## src/rtl/mips_bus_pkg.sv

```systemverilog
// Shared definitions for the CPU-to-Avalon data bus bridge: FSM states,
// address alignment mask and timeout defaults.
package mips_bus_pkg;

    typedef enum logic [1:0] {
        StIdle,
        StReadWait,
        StWriteWait,
        StDone
    } bus_state_e;

    localparam logic [31:0] WordAlignMask  = 32'hFFFF_FFFC;
    localparam int unsigned TimeoutDefault = 255;
    localparam int unsigned TimeoutWidth   = 16;

endpackage

```

## src/rtl/Bus_Timeout_Counter.sv

```systemverilog
// Saturating wait-cycle counter; expired flags the last permitted wait cycle.
module Bus_Timeout_Counter
    import mips_bus_pkg::*;
#(
    parameter int unsigned TIMEOUT_CYCLES = TimeoutDefault
) (
    input  logic clk,
    input  logic reset,
    input  logic clear,
    input  logic count,
    output logic expired
);

    // count_q holds completed wait cycles, so the current one is the last at Limit.
    localparam logic [TimeoutWidth-1:0] Limit = TimeoutWidth'(TIMEOUT_CYCLES - 1);

    logic [TimeoutWidth-1:0] count_q;

    always_ff @(posedge clk or posedge reset) begin
        if (reset) begin
            count_q <= '0;
        end else if (clear) begin
            count_q <= '0;
        end else if (count && (count_q != '1)) begin
            count_q <= count_q + TimeoutWidth'(1);
        end
    end

    assign expired = count && (count_q >= Limit);

endmodule

```

## src/rtl/data_bus_bridge.sv

```systemverilog
// Bridges the CPU memory stage to an Avalon-MM master: one transfer at a time,
// stalling the pipeline until the slave completes, times out or the access is rejected.
module data_bus_bridge
    import mips_bus_pkg::*;
#(
    parameter int unsigned TIMEOUT_CYCLES = TimeoutDefault
) (
    input  logic        clk,
    input  logic        reset,
    input  logic [31:0] cpu_address,
    input  logic        cpu_read,
    input  logic        cpu_write,
    input  logic [31:0] cpu_writedata,
    input  logic [3:0]  cpu_byteenable,
    output logic [31:0] cpu_readdata,
    output logic        cpu_stall,
    output logic        bus_error,
    output logic [31:0] avm_address,
    output logic        avm_read,
    output logic        avm_write,
    output logic [31:0] avm_writedata,
    output logic [3:0]  avm_byteenable,
    input  logic [31:0] avm_readdata,
    input  logic        avm_waitrequest
);

    bus_state_e  state_q, state_d;
    logic [31:0] addr_q, addr_d;
    logic [31:0] wdata_q, wdata_d;
    logic [31:0] rdata_q, rdata_d;
    logic [3:0]  be_q, be_d;
    logic        err_q, err_d;
    logic        in_wait;
    logic        expired;
    logic        misaligned;

    assign in_wait    = (state_q == StReadWait) || (state_q == StWriteWait);
    assign misaligned = (cpu_address & ~WordAlignMask) != '0;

    Bus_Timeout_Counter #(
        .TIMEOUT_CYCLES(TIMEOUT_CYCLES)
    ) u_timeout (
        .clk    (clk),
        .reset  (reset),
        .clear  (!in_wait),
        .count  (in_wait),
        .expired(expired)
    );

    always_ff @(posedge clk or posedge reset) begin
        if (reset) begin
            state_q <= StIdle;
            addr_q  <= '0;
            wdata_q <= '0;
            rdata_q <= '0;
            be_q    <= '0;
            err_q   <= 1'b0;
        end else begin
            state_q <= state_d;
            addr_q  <= addr_d;
            wdata_q <= wdata_d;
            rdata_q <= rdata_d;
            be_q    <= be_d;
            err_q   <= err_d;
        end
    end

    always_comb begin
        state_d   = state_q;
        addr_d    = addr_q;
        wdata_d   = wdata_q;
        rdata_d   = rdata_q;
        be_d      = be_q;
        err_d     = err_q;
        cpu_stall = 1'b0;
        unique case (state_q)
            StIdle: begin
                if (cpu_read || cpu_write) begin
                    cpu_stall = 1'b1;
                    addr_d    = cpu_address;
                    wdata_d   = cpu_writedata;
                    be_d      = cpu_byteenable;
                    if (misaligned) begin
                        state_d = StDone;
                        err_d   = 1'b1;
                        rdata_d = '0;
                    end else if (cpu_write) begin
                        state_d = StWriteWait;
                        // A simultaneous read is dropped; flag it.
                        if (cpu_read) begin
                            err_d = 1'b1;
                        end
                    end else begin
                        state_d = StReadWait;
                    end
                end
            end
            StReadWait, StWriteWait: begin
                cpu_stall = 1'b1;
                // Slave completion wins over a timeout in the same cycle.
                if (!avm_waitrequest) begin
                    state_d = StDone;
                    if (state_q == StReadWait) begin
                        rdata_d = avm_readdata;
                    end
                end else if (expired) begin
                    state_d = StDone;
                    err_d   = 1'b1;
                    rdata_d = '0;
                end
            end
            StDone: begin
                state_d = StIdle;
            end
            default: begin
                state_d = StIdle;
            end
        endcase
    end

    assign avm_read       = (state_q == StReadWait);
    assign avm_write      = (state_q == StWriteWait);
    assign avm_address    = addr_q & WordAlignMask;
    assign avm_writedata  = wdata_q;
    assign avm_byteenable = be_q;
    assign cpu_readdata   = rdata_q;
    assign bus_error      = err_q;

endmodule
```

## config.mk

```make
export PLATFORM = sky130hd
export DESIGN_NAME = data_bus_bridge
export DESIGN_NICKNAME = d
export VERILOG_FILES = /design/src/rtl/mips_bus_pkg.sv /design/src/rtl/Bus_Timeout_Counter.sv /design/src/rtl/data_bus_bridge.sv
export SDC_FILE = /design/constraint.sdc
export NUM_CORES = 1
export LEC_CHECK = 0
export CAP_MARGIN = 25
export CORE_UTILIZATION = 35
export DETAILED_ROUTE_END_ITERATION = 10
export HOLD_SLACK_MARGIN = 0.05
export PLACE_DENSITY = 0.77
export SKIP_CTS_REPAIR_TIMING = 1
export SYNTH_ARGS = -nofsm -noshare
export SYNTH_HDL_FRONTEND = slang
export SYNTH_HIERARCHICAL = 1
export SYNTH_SLANG_ARGS = --single-unit
```

## constraint.sdc

```tcl
create_clock -name clk -period 5.2 [get_ports clk]
set_input_delay 0.52 -clock clk [delete_from_list [all_inputs] [get_ports clk]]
set_output_delay 0.52 -clock clk [all_outputs]
set_load 0.01 [all_outputs]
```

==> summary.txt, run 1 <==
Synth
  • Simple-gate share of the synthesized area: 8.827%
  • Number of enable flip-flop cells after synthesis: 0
  • Primary FF master, synth: dfrtp_1
  • Sequential area share after synthesis: a little under three fifths
  • Adder-Cell Fraction of Synth Area: 1.463%
  • Largest area contributor in the netlist: dfrtp_1
  • Post-synthesis mux area share: 21.12%
  • Commonest cells in the netlist: dfrtp_1, mux2_2, inv_1
  • Cell area after synthesis: 5131 µm²
  • Post-Synth XOR/XNOR Area: 0.1707%
  • Post-synth top area share: 57.06%
  • Synth warn: 6
  • FF+latch count, synth: 117
  • Syn Inst Count: around 420
  • Compound-Gate Fraction of Synth Area: approximately 5.4%
  • Count leader, synth: dfrtp_1
  • Synth area leaders: dfrtp_1, mux2_2, mux2i_1
  • Largest family of logic cells by synthesized area: multiplexers
  • Yosys cell types: 46
  • Post-synth ARST share: 100.0%
  • Synth Area per Inst: between 10 and 15 µm²

Worst setup path
  • WP data arrival: approximately 2.7 ns
  • Critical path launch point type: flip-flop
  • Crit. End Element: output port
  • Worst r2r path cells: 8
  • Critical path fanouts, max: 20
  • CP required: 4.68 ns
  • Setup CP Type: flip-flop to output port

Clock network
  • Clk buf depth: 2
  • Clock latency on the worst-skew pair: ~0.41 ns
  • CTS Root Cell: clkbuf_16
  • CTS tree: yes
  • Num Clock Sinks: 117
  • TritonCTS buffer count: 17
  • Clk slew on worst S/H paths: 0.05 ns
  • CTS H-Tree Depth: 4

Global route
  • First-pass GRT wire length: ~20 mm
  • Largest net degree at the start of global routing: 71
  • Antenna violations before repair: 0
  • Vias in the first global route: 4,192
  • GRT Total Usage: 17.35%
  • Grt ovf: 0

Cells and area
  • Area growth, synth to finish: 55.38%
  • N_diodes: 0
  • Storage element area: 2928 µm²
  • FILL cells: 1,164
  • Final #Nets: 737
  • Layout cells sized above 1: 17.37%
  • Area of the multi-input gates: 1921 µm²

Drt
  • DR WL/cell: between 15 and 20 µm
  • Remaining antenna violation count after routing: 0
  • Vias: 4,011
  • Detailed Route WL: 12.74 mm
  • Vias/cell: ~4.9
  • Initial DRC Count: 184
  • Drt first pass iters: 4
  • Drt drc: 0

Outcome
  • Status: complete, no violations

STA
  • Final worst slack: 1.972 ns
  • Final Slew Violations: 0
  • Final period util: 62.08%
  • RSZ-0062 raised after global routing: no
  • Final setup TNS: 0 ns
  • Relative slew slack: about 42%
  • Clk_skew: 0.009671 ns
  • Least-Margin Pin Slew: between 0.8 and 0.9 ns
  • Period minus WS final: 3.228 ns
  • Final hold vios: 0
  • Final setup viols: 0
  • F_max: 0.3098 GHz

Hold path
  • Hold Crit Depth: 1
  • Path type of the worst min-delay path: flip-flop to flip-flop

Floorplanning
  • Starting Density: a little over a third
  • Die Ht: 123.1 µm
  • Core area: about 14,000 µm²
  • DIE WIDTH: 123.1 µm
  • I/O pin cnt: 209
  • Die area: roughly 15,000 µm²
  • Cell row count: 43

Place
  • PortBufs: 206
  • HPWL after DPL: roughly 9.3 mm
  • RD Place Congestion: 0.8094
  • Worst slack, placed: about 2.4 ns

Power
  • Lkg Pwr: 0.003360 µW
  • Pwr dens: about 630 nW/µm²
  • Peak supply drop: 328.7 µV

Job
  • Max_cap viols: 0
cell families after synthesis:
kind of cell / Yosys count
xor gates and xnor gates: 1
other: 1
and+or+nand+nor: 87
muxes: 100
DFF: 117
buffers and inverters: 64
AOI/OAI and AO/OA: 41
adders and majority gates: 6
stage by stage:
step / hold slack [ns] / cell area, µm² / power (µW) / cells / utilization, %
2_1_floorplan: 0.4337 / 5135 / 2736 / 418 / -
3_3_place_gp: 0.4699 / 7322 / 3713 / 786 / 51.94
3_5_place_dp: 0.4932 / 7337 / 3809 / 787 / 52.05
4_1_cts: 0.5048 / 7973 / 5075 / 819 / 56.56
5_1_grt: 0.5163 / 7973 / 5313 / 819 / 56.56
6_report: 0.5037 / 7973 / 5011 / 819 / 56.56
layer usage:
metal / routed length, µm / GRT usage, % / vias to the layer above
met1: 4833 / 19.39 / 1900
li1: - / - / 1868
met3: 1290 / 7.057 / 32
met2: 6220 / 28.09 / 211
met5: 0 / 0 / -
met4: 391 / 9.714 / 0
final cells by class:
class,instances,share of cell area [%]
tap,180,2.825
clock buffer,21,5.775
timing repair buffer,210,26.33
clock inverter,11,2.197
inverter,43,2.056
multi-input combinational,237,24.09
sequential,117,36.72
state kept, by name (all words and copies together), names as in the netlist:
register and flops:
u_timeout/count_q 16, bus_error 1, avm_writedata 32, cpu_readdata 32
state_q 2, avm_byteenable 4, addr_q 30
power by group:
group	total (µW)	switching [µW]	internal, µW
Clock	1240	408	828
Sequential	1530	216	1310
Combinational	2240	964	1280
Total	5010	1590	3420
path summary, 6_finish.rpt:
check / from / end / slack, ns
hold / removal: avm_writedata[12]$_DFFE_PP0P_ / avm_writedata[12]$_DFFE_PP0P_ / 0.50
setup / recovery: state_q[0]$_DFFE_PP0P_ / cpu_stall / 1.97
min in group asynchronous: reset / u_timeout/count_q[11]$_DFFE_PP0P_ / 0.58
max in group asynchronous: reset / avm_writedata[4]$_DFFE_PP0P_ / 3.57
setup reg to reg: state_q[0]$_DFFE_PP0P_ / cpu_readdata[23]$_DFFE_PP0P_ / 2.48
hold reg to reg: avm_writedata[12]$_DFFE_PP0P_ / avm_writedata[12]$_DFFE_PP0P_ / 0.50
cell usage in the layout (no fill, tap or decap), drive strengths merged, types with 7 or more instances in the layout:
master / synthesis / final
a21oi: 13 / 13
clkbuf: 8 / 21
clkdlybuf4s50: 0 / 206
dfrtp: 117 / 117
inv: 43 / 43
mux2: 66 / 66
mux2i: 34 / 34
nand2: 39 / 39
nand3: 8 / 8
nand4: 10 / 10
o21ai: 8 / 8
or3: 7 / 7
critical path: stages, from the launching register on:
cell and delay [ns]:
dfrtp_1 0.38, inv_1 0.09, ha_1 0.63, inv_1 0.39, a21oi_1 0.24, clkdlybuf4s50_1 0.56
Power figures use the tool's default switching activity.
==> run 2: changes to the inputs <==
--- a/config.mk
+++ b/config.mk
@@ -9,7 +9,7 @@
 export CORE_UTILIZATION = 35
 export DETAILED_ROUTE_END_ITERATION = 10
 export HOLD_SLACK_MARGIN = 0.05
-export PLACE_DENSITY = 0.77
+export PLACE_DENSITY = 0.8
 export SKIP_CTS_REPAIR_TIMING = 1
 export SYNTH_ARGS = -nofsm -noshare
 export SYNTH_HDL_FRONTEND = slang
==> constraint.sdc (replaced) <==
create_clock -name clk -period 2.6 [get_ports clk]
set_input_delay 0.26 -clock clk [delete_from_list [all_inputs] [get_ports clk]]
set_output_delay 0.26 -clock clk [all_outputs]
set_load 0.01 [all_outputs]
==> run 2 against run 1 <==
Net effect: non-clock buffer count increased by 2; sequential power grew 100%; sequential cell count unchanged; wire length shrank 0.19%; utilization grew 0.59 points; final cell count rose by 0.12%; register-to-register slack got worse by 2.2 ns; critical path type unchanged; largest cell class unchanged.
==> summary.txt, run 2 (synthesis results as in run 1) <==
Outcome
  • Status: complete, no violations (unchanged)

Cells and area
  • Area growth, synth to finish: 56.99% (was 55.38%)
  • Fin cells: 820 (was 819)
  • Final Core Density: 57.15% (was 56.56%)
  • Commonest non-fill, non-tap cells in the layout: clkdlybuf4s50_1, dfrtp_1, mux2_2 (unchanged)
  • Layout cells sized above 1: 17.50% (was 17.37%)
  • FILL cells: 1,126 (was 1,164)
  • N_diodes: 0 (unchanged)
  • Commonest non-fill, non-tap cell in the layout: clkdlybuf4s50_1 (unchanged)
  • Final #Nets: 739 (was 737)

Place
  • PortBufs: 206 (unchanged)
  • Worst slack, placed: 0.3200 ns (was 2.425 ns)
  • RD Place Congestion: 0.8393 (was 0.8094)
  • HPWL after DPL: 9.009 mm (was 9.295 mm)
  • Placed insts: 789 (was 787)

Floorplanning
  • I/O pin cnt: 209 (unchanged)
  • Cell row count: 43 (unchanged)
  • DIE WIDTH: 123.1 µm (unchanged)
  • Core area: 14,100 µm² (unchanged)
  • Die area: 15,150 µm² (unchanged)
  • Starting Density: 36.40% (unchanged)
  • Die Ht: 123.1 µm (unchanged)

Drt
  • Detailed Route WL: 12.71 mm (was 12.74 mm)
  • DR WL/cell: 15.50 µm (was 15.55 µm)
  • Vias/cell: 4.928 (was 4.897)
  • Drt first pass iters: 4 (unchanged)
  • Initial DRC Count: 153 (was 184)
  • Vias: 4,041 (was 4,011)
  • Drt drc: 0 (unchanged)
  • Remaining antenna violation count after routing: 0 (unchanged)

Power
  • Clock network fraction of design power: 25.8% (was 24.7%)
  • Comb pwr share: 44.4% (was 44.8%)
  • Pint: 7125 µW (was 3423 µW)
  • Peak supply drop: 594.3 µV (was 328.7 µV)
  • Pwr dens: 1279 nW/µm² (was 628.5 nW/µm²)
  • Lkg Pwr: 0.003412 µW (was 0.003360 µW)
  • Register share of total power: 29.8% (was 30.6%)
  • Sw frac: 30.84% (was 31.69%)
  • Sw Pwr: 3178 µW (was 1588 µW)

STA
  • Period minus WS final: 2.354 ns
  • Final setup viols: 0 (unchanged)
  • Clk_skew: 0.008804 ns (was 0.009671 ns)
  • Final worst slack: 0.2457 ns (was 1.972 ns)
  • Final hold vios: 0 (unchanged)
  • Final setup TNS: 0 ns (unchanged)
  • Final period util: between 90 and 100%
  • F_max: 0.4247 GHz
  • RSZ-0062 raised after global routing: no (unchanged)
  • Least-Margin Pin Slew: 0.6855 ns (was 0.8686 ns)
  • Final Slew Violations: 0 (unchanged)
  • Relative slew slack: 53.92% (was 42.09%)

Worst setup path
  • CP required: 2.34 ns (was 4.68 ns)
  • Slowest cell on crit path: clkdlybuf4s50_1 (was ha_1)
  • Critical path launch point type: flip-flop (unchanged)
  • Crit. End Element: output port (unchanged)
  • CP Buf/Inv Count: 2 (was 3)
  • CP peak stage delay: 0.55 ns (was 0.63 ns)
  • Worst path cell trace: inv_1 > ha_1 > o21ai_4 > a21oi_1 > clkdlybuf4s50_1 (was inv_1 > ha_1 > inv_1 > a21oi_1 > clkdlybuf4s50_1)
  • Critical path fanouts, max: 6 (was 20)
  • WP data arrival: 2.09 ns (was 2.71 ns)
  • Family with the most delay on the worst path: buffers and inverters (unchanged)
  • Setup CP Type: flip-flop to output port (unchanged)

Clock network
  • CTS tree: yes (unchanged)
  • Num Clock Sinks: 117 (unchanged)
  • TritonCTS buffer count: 17 (unchanged)
  • CTS H-Tree Depth: 4 (unchanged)
  • Clk slew on worst S/H paths: 0.05 ns (about the same)
  • Clock latency on the worst-skew pair: 0.41 ns (about the same)
  • CTS Root Cell: clkbuf_16 (unchanged)
  • Clk buf depth: 2 (unchanged)

Global route
  • Largest net degree at the start of global routing: 102 (was 71)
  • Grt ovf: 0 (unchanged)
  • Antenna violations before repair: 0 (unchanged)
  • GRT Total Usage: 17.60% (was 17.35%)
  • Vias in the first global route: 4,292 (was 4,192)
  • First-pass GRT wire length: 20.45 mm (was 19.91 mm)

Hold path
  • Path type of the worst min-delay path: primary input to asynchronous set/reset pin (was flip-flop to flip-flop)

Job
  • Max_cap viols: 0 (unchanged)
-- run 2: cell types whose count changed in the layout (fill, tap and decap cells not counted), sizes merged --
cell | before | now
inv | 43 | 42
clkbuf | 21 | 22
buf | 4 | 6
clkinvlp | 5 | 2
bufinv | 4 | 6
-- run 2: worst paths after layout --
check	startpoint	end	slack [ns]	cells past startpoint
setup reg to reg	u_timeout/count_q[4]$_DFFE_PP0P_	cpu_readdata[28]$_DFFE_PP0P_	0.31	7
hold / removal	reset	u_timeout/count_q[8]$_DFFE_PP0P_	0.33	2
min in group clk	avm_readdata[29]	cpu_readdata[29]$_DFFE_PP0P_	0.41	3
hold reg to reg	bus_error$_DFFE_PP0P_	bus_error$_DFFE_PP0P_	0.49	2
max in group asynchronous	reset	avm_writedata[22]$_DFFE_PP0P_	1.75	3
setup / recovery	state_q[0]$_DFFE_PP0P_	cpu_stall	0.25	5
-- run 2: layout make-up --
type	count	area, µm²	share of cell area, %
clock buffers	22	474.2	5.887
multi-input cells	237	1921	23.84
clock inverters	9	197.7	2.454
inverters	43	165.2	2.050
well taps	180	225.2	2.796
flip-flops and latches	117	2928	36.35
repair buffers	212	2145	26.62
-- run 2: routing by layer --
layer	routed length, µm	vias up	share of wire [%]	track usage [%]
met5	0	-	0	0
met4	336	0	2.6	7.907
met3	1300	28	10	6.873
met2	6153	200	48	29.28
met1	4920	1948	39	19.96
li1	-	1865	-	-
-- run 2: power by group through the flow --
| stage | clock network, µW | logic, µW | registers, µW |
|---|---|---|---|
| after floorplan | 0 | 2070 | 3400 |
| after global placement | 0 | 4500 | 3040 |
| after detailed placement | 0 | 4610 | 3090 |
| after CTS | 2720 | 4630 | 3080 |
| after global routing | 2800 | 4930 | 3180 |
| final | 2660 | 4570 | 3070 |
-- run 2: metrics by stage --
step | hold WS [ns] | power (µW) | area [µm²]
after floorplan | 0.1737 | 5472 | 5139
after global placement | 0.4807 | 7543 | 7383
after detailed placement | 0.4797 | 7698 | 7383
after CTS | 0.3460 | 10430 | 8055
after global routing | 0.4037 | 10900 | 8055
final | 0.3321 | 10300 | 8055
==> run 3: changes to the inputs <==
--- a/config.mk
+++ b/config.mk
@@ -9,7 +9,7 @@
 export CORE_UTILIZATION = 35
 export DETAILED_ROUTE_END_ITERATION = 10
 export HOLD_SLACK_MARGIN = 0.05
-export PLACE_DENSITY = 0.8
+export PLACE_DENSITY = 0.77
 export SKIP_CTS_REPAIR_TIMING = 1
 export SYNTH_ARGS = -nofsm -noshare
 export SYNTH_HDL_FRONTEND = slang
==> constraint.sdc (replaced) <==
create_clock -name clk -period 2.5 [get_ports clk]
set_input_delay 0.25 -clock clk [delete_from_list [all_inputs] [get_ports clk]]
set_output_delay 0.25 -clock clk [all_outputs]
set_load 0.01 [all_outputs]
==> run 3 against run 2 <==
Net effect: critical path depth unchanged; count of clock-buffer cells in the layout grew 1; sequential cell count is the same; sequential power up 4%; design area shrank 0.42%; wire length grew 1.1%; utilization decreased by 0.24 points; setup slack got worse by 0.071 ns; first-iteration DRC count increased by 10%; global-route usage is 0.099 points higher; via count decreased by 0.25%; clock power fell by 7.9%; critical endpoint unchanged; largest power group unchanged; highest routed layer unchanged.
==> summary.txt, run 3 (synthesis results as in run 1) <==
Outcome
  • Status: complete, no violations (unchanged)

Clock network
  • Clk buf depth: 2 (unchanged)
  • Clk slew on worst S/H paths: 0.05 ns (about the same)
  • Clock latency on the worst-skew pair: 0.41 ns (about the same)
  • Num Clock Sinks: 117 (unchanged)
  • TritonCTS buffer count: 17 (unchanged)
  • CTS tree: yes (unchanged)
  • CTS H-Tree Depth: 4 (unchanged)
  • CTS Root Cell: clkbuf_16 (unchanged)

Cells and area
  • Area growth, synth to finish: 56.33% (was 56.99%)
  • Final #Nets: 741 (was 739)
  • N_diodes: 0 (unchanged)
  • Commonest non-fill, non-tap cells in the layout: clkdlybuf4s50_1, dfrtp_1, mux2_2 (unchanged)
  • Commonest non-fill, non-tap cell in the layout: clkdlybuf4s50_1 (unchanged)
  • Layout cells sized above 1: 17.91% (was 17.50%)

Floorplanning
  • Starting Density: 36.40% (unchanged)
  • DIE WIDTH: 123.1 µm (unchanged)
  • I/O pin cnt: 209 (unchanged)
  • Die Ht: 123.1 µm (unchanged)
  • Core area: 14,100 µm² (unchanged)
  • Cell row count: 43 (unchanged)
  • Die area: 15,150 µm² (unchanged)

STA
  • Final setup viols: 0 (unchanged)
  • RSZ-0062 raised after global routing: no (unchanged)
  • Final hold vios: 0 (unchanged)
  • Clk_skew: 0.005866 ns (was 0.008804 ns)
  • Least-Margin Pin Slew: 0.6792 ns (was 0.6855 ns)
  • Final period util: between 90% and 100%
  • Relative slew slack: 54.34% (was 53.92%)
  • Final setup TNS: 0 ns (unchanged)
  • Final Slew Violations: 0 (unchanged)
  • Period minus WS final: 2.326 ns
  • Hold Slack: 0.2966 ns (was 0.3321 ns)
  • F_max: around 0.43 GHz

Job
  • Max_cap viols: 0 (unchanged)

Power
  • Register share of total power: 30.6% (was 29.8%)
  • Comb pwr share: 46.0% (was 44.4%)
  • Sw Pwr: 3310 µW (was 3178 µW)
  • Lkg Pwr: 0.003388 µW (was 0.003412 µW)
  • Pint: 7136 µW (was 7125 µW)
  • Clock network fraction of design power: 23.5% (was 25.8%)
  • Pwr dens: 1302 nW/µm² (was 1279 nW/µm²)
  • Sw frac: 31.69% (was 30.84%)
  • Peak supply drop: 610.5 µV (was 594.3 µV)

Global route
  • Vias in the first global route: 4,158 (was 4,292)
  • Antenna violations before repair: 0 (unchanged)
  • Grt ovf: 0 (unchanged)
  • Largest net degree at the start of global routing: 68 (was 102)
  • First-pass GRT wire length: 20.37 mm (was 20.45 mm)
  • GRT Total Usage: 17.70% (was 17.60%)

Worst setup path
  • CP required: 2.25 ns (was 2.34 ns)
  • Worst r2r path cells: 7 (unchanged)
  • Reg2reg setup slack: 0.21 ns (was 0.31 ns)
  • RR Startpoint: u_timeout/count_q[4]$_DFFE_PP0P_ (unchanged)
  • Setup CP Type: flip-flop to output port (unchanged)
  • WP data arrival: 2.08 ns (was 2.09 ns)
  • Worst reg2reg endpoint: cpu_readdata[15]$_DFFE_PP0P_ (was cpu_readdata[28]$_DFFE_PP0P_)
  • Critical path launch point type: flip-flop (unchanged)
  • Critical path fanouts, max: 6 (unchanged)
  • Crit. End Element: output port (unchanged)

Drt
  • Initial DRC Count: 169 (was 153)
  • Vias/cell: 4.904 (was 4.928)
  • DR WL/cell: 15.64 µm (was 15.50 µm)
  • Remaining antenna violation count after routing: 0 (unchanged)
  • Drt first pass iters: 5 (was 4)
  • Vias: 4,031 (was 4,041)
  • Detailed Route WL: 12.86 mm (was 12.71 mm)
  • Drt drc: 0 (unchanged)

Place
  • HPWL after DPL: 9.242 mm (was 9.009 mm)
  • RD Place Congestion: 0.8067 (was 0.8393)
  • PortBufs: 206 (unchanged)

Hold path
  • Path type of the worst min-delay path: primary input to asynchronous set/reset pin (unchanged)
==> run 3: changes by cell type in the layout (fill, tap and decap cells not counted), sizes merged <==
cell | before | now
clkbuf | 22 | 23
clkinv | 2 | 3
buf | 6 | 8
clkinvlp | 2 | 3
bufinv | 6 | 3
==> run 3: area by class of cell <==
cell class	count	area (µm²)
Timing Repair Buffer	214	2172
Tap cell	180	225.2
Sequential cell	117	2928
Clock inverter	8	123.9
Multi-Input combinational cell	237	1929
Inverter	43	165.2
Fill cell	1168	6075
Clock buffer	23	478.0
==> run 3: worst max-delay path, stage by stage, from the launching register on <==
cell and delay, ns:
dfrtp_1 0.40, inv_1 0.12, ha_2 0.29, o21ai_4 0.12, a21oi_1 0.17, clkdlybuf4s50_1 0.58
==> run 3: how the worst max path moves through the flow <==
stage                                startpoint                            to  slack [ns]  cells past startpoint
6_report                 state_q[0]$_DFFE_PP0P_                     cpu_stall        0.17                      5
3_3_place_gp             state_q[0]$_DFFE_PP0P_  cpu_readdata[15]$_DFFE_PP0P_        0.38                      8
4_1_cts                  state_q[0]$_DFFE_PP0P_                     cpu_stall        0.06                      5
3_5_place_dp             state_q[0]$_DFFE_PP0P_  cpu_readdata[15]$_DFFE_PP0P_        0.16                      8
2_1_floorplan            state_q[0]$_DFFE_PP0P_   cpu_readdata[0]$_DFFE_PP0P_        0.13                      9
5_1_grt        u_timeout/count_q[4]$_DFFE_PP0P_   cpu_readdata[2]$_DFFE_PP0P_        0.02                      7
==> run 3: per-layer routing <==
| metal | vias to the layer above | track usage (%) | part of all wire (%) | wire, µm |
|---|---|---|---|---|
| met4 | 0 | 8.886 | 3.1 | 404 |
| met2 | 214 | 27.91 | 46 | 5963 |
| met1 | 1922 | 20.61 | 40 | 5145 |
| met3 | 33 | 7.518 | 10 | 1342 |
| li1 | 1862 | - | - | - |
| met5 | - | 0 | 0 | 0 |
==> run 3: power by group through the flow <==
stage | combinational [µW] | sequential [µW] | clock (µW)
floorplan | 2160 | 3530 | 0
global placement | 4710 | 3170 | 0
detailed placement | 4830 | 3220 | 0
CTS | 4860 | 3210 | 2520
global route | 5170 | 3300 | 2610
finish | 4800 | 3190 | 2450
==> run 3: stage by stage <==
stage / utilization, % / setup slack, ns / std cells / instance area (µm²) / total power, µW
after CTS: 56.84 / 0.05751 / 822 / 8013 / 10590
final: 56.91 / 0.1745 / 822 / 8021 / 10450
after global placement: 52.57 / 0.3798 / 791 / 7411 / 7881
after detailed placement: 52.57 / 0.1625 / 791 / 7411 / 8050
after floorplan: - / 0.1331 / 418 / 5139 / 5690
after global routing: 56.91 / 0.01863 / 822 / 8021 / 11080
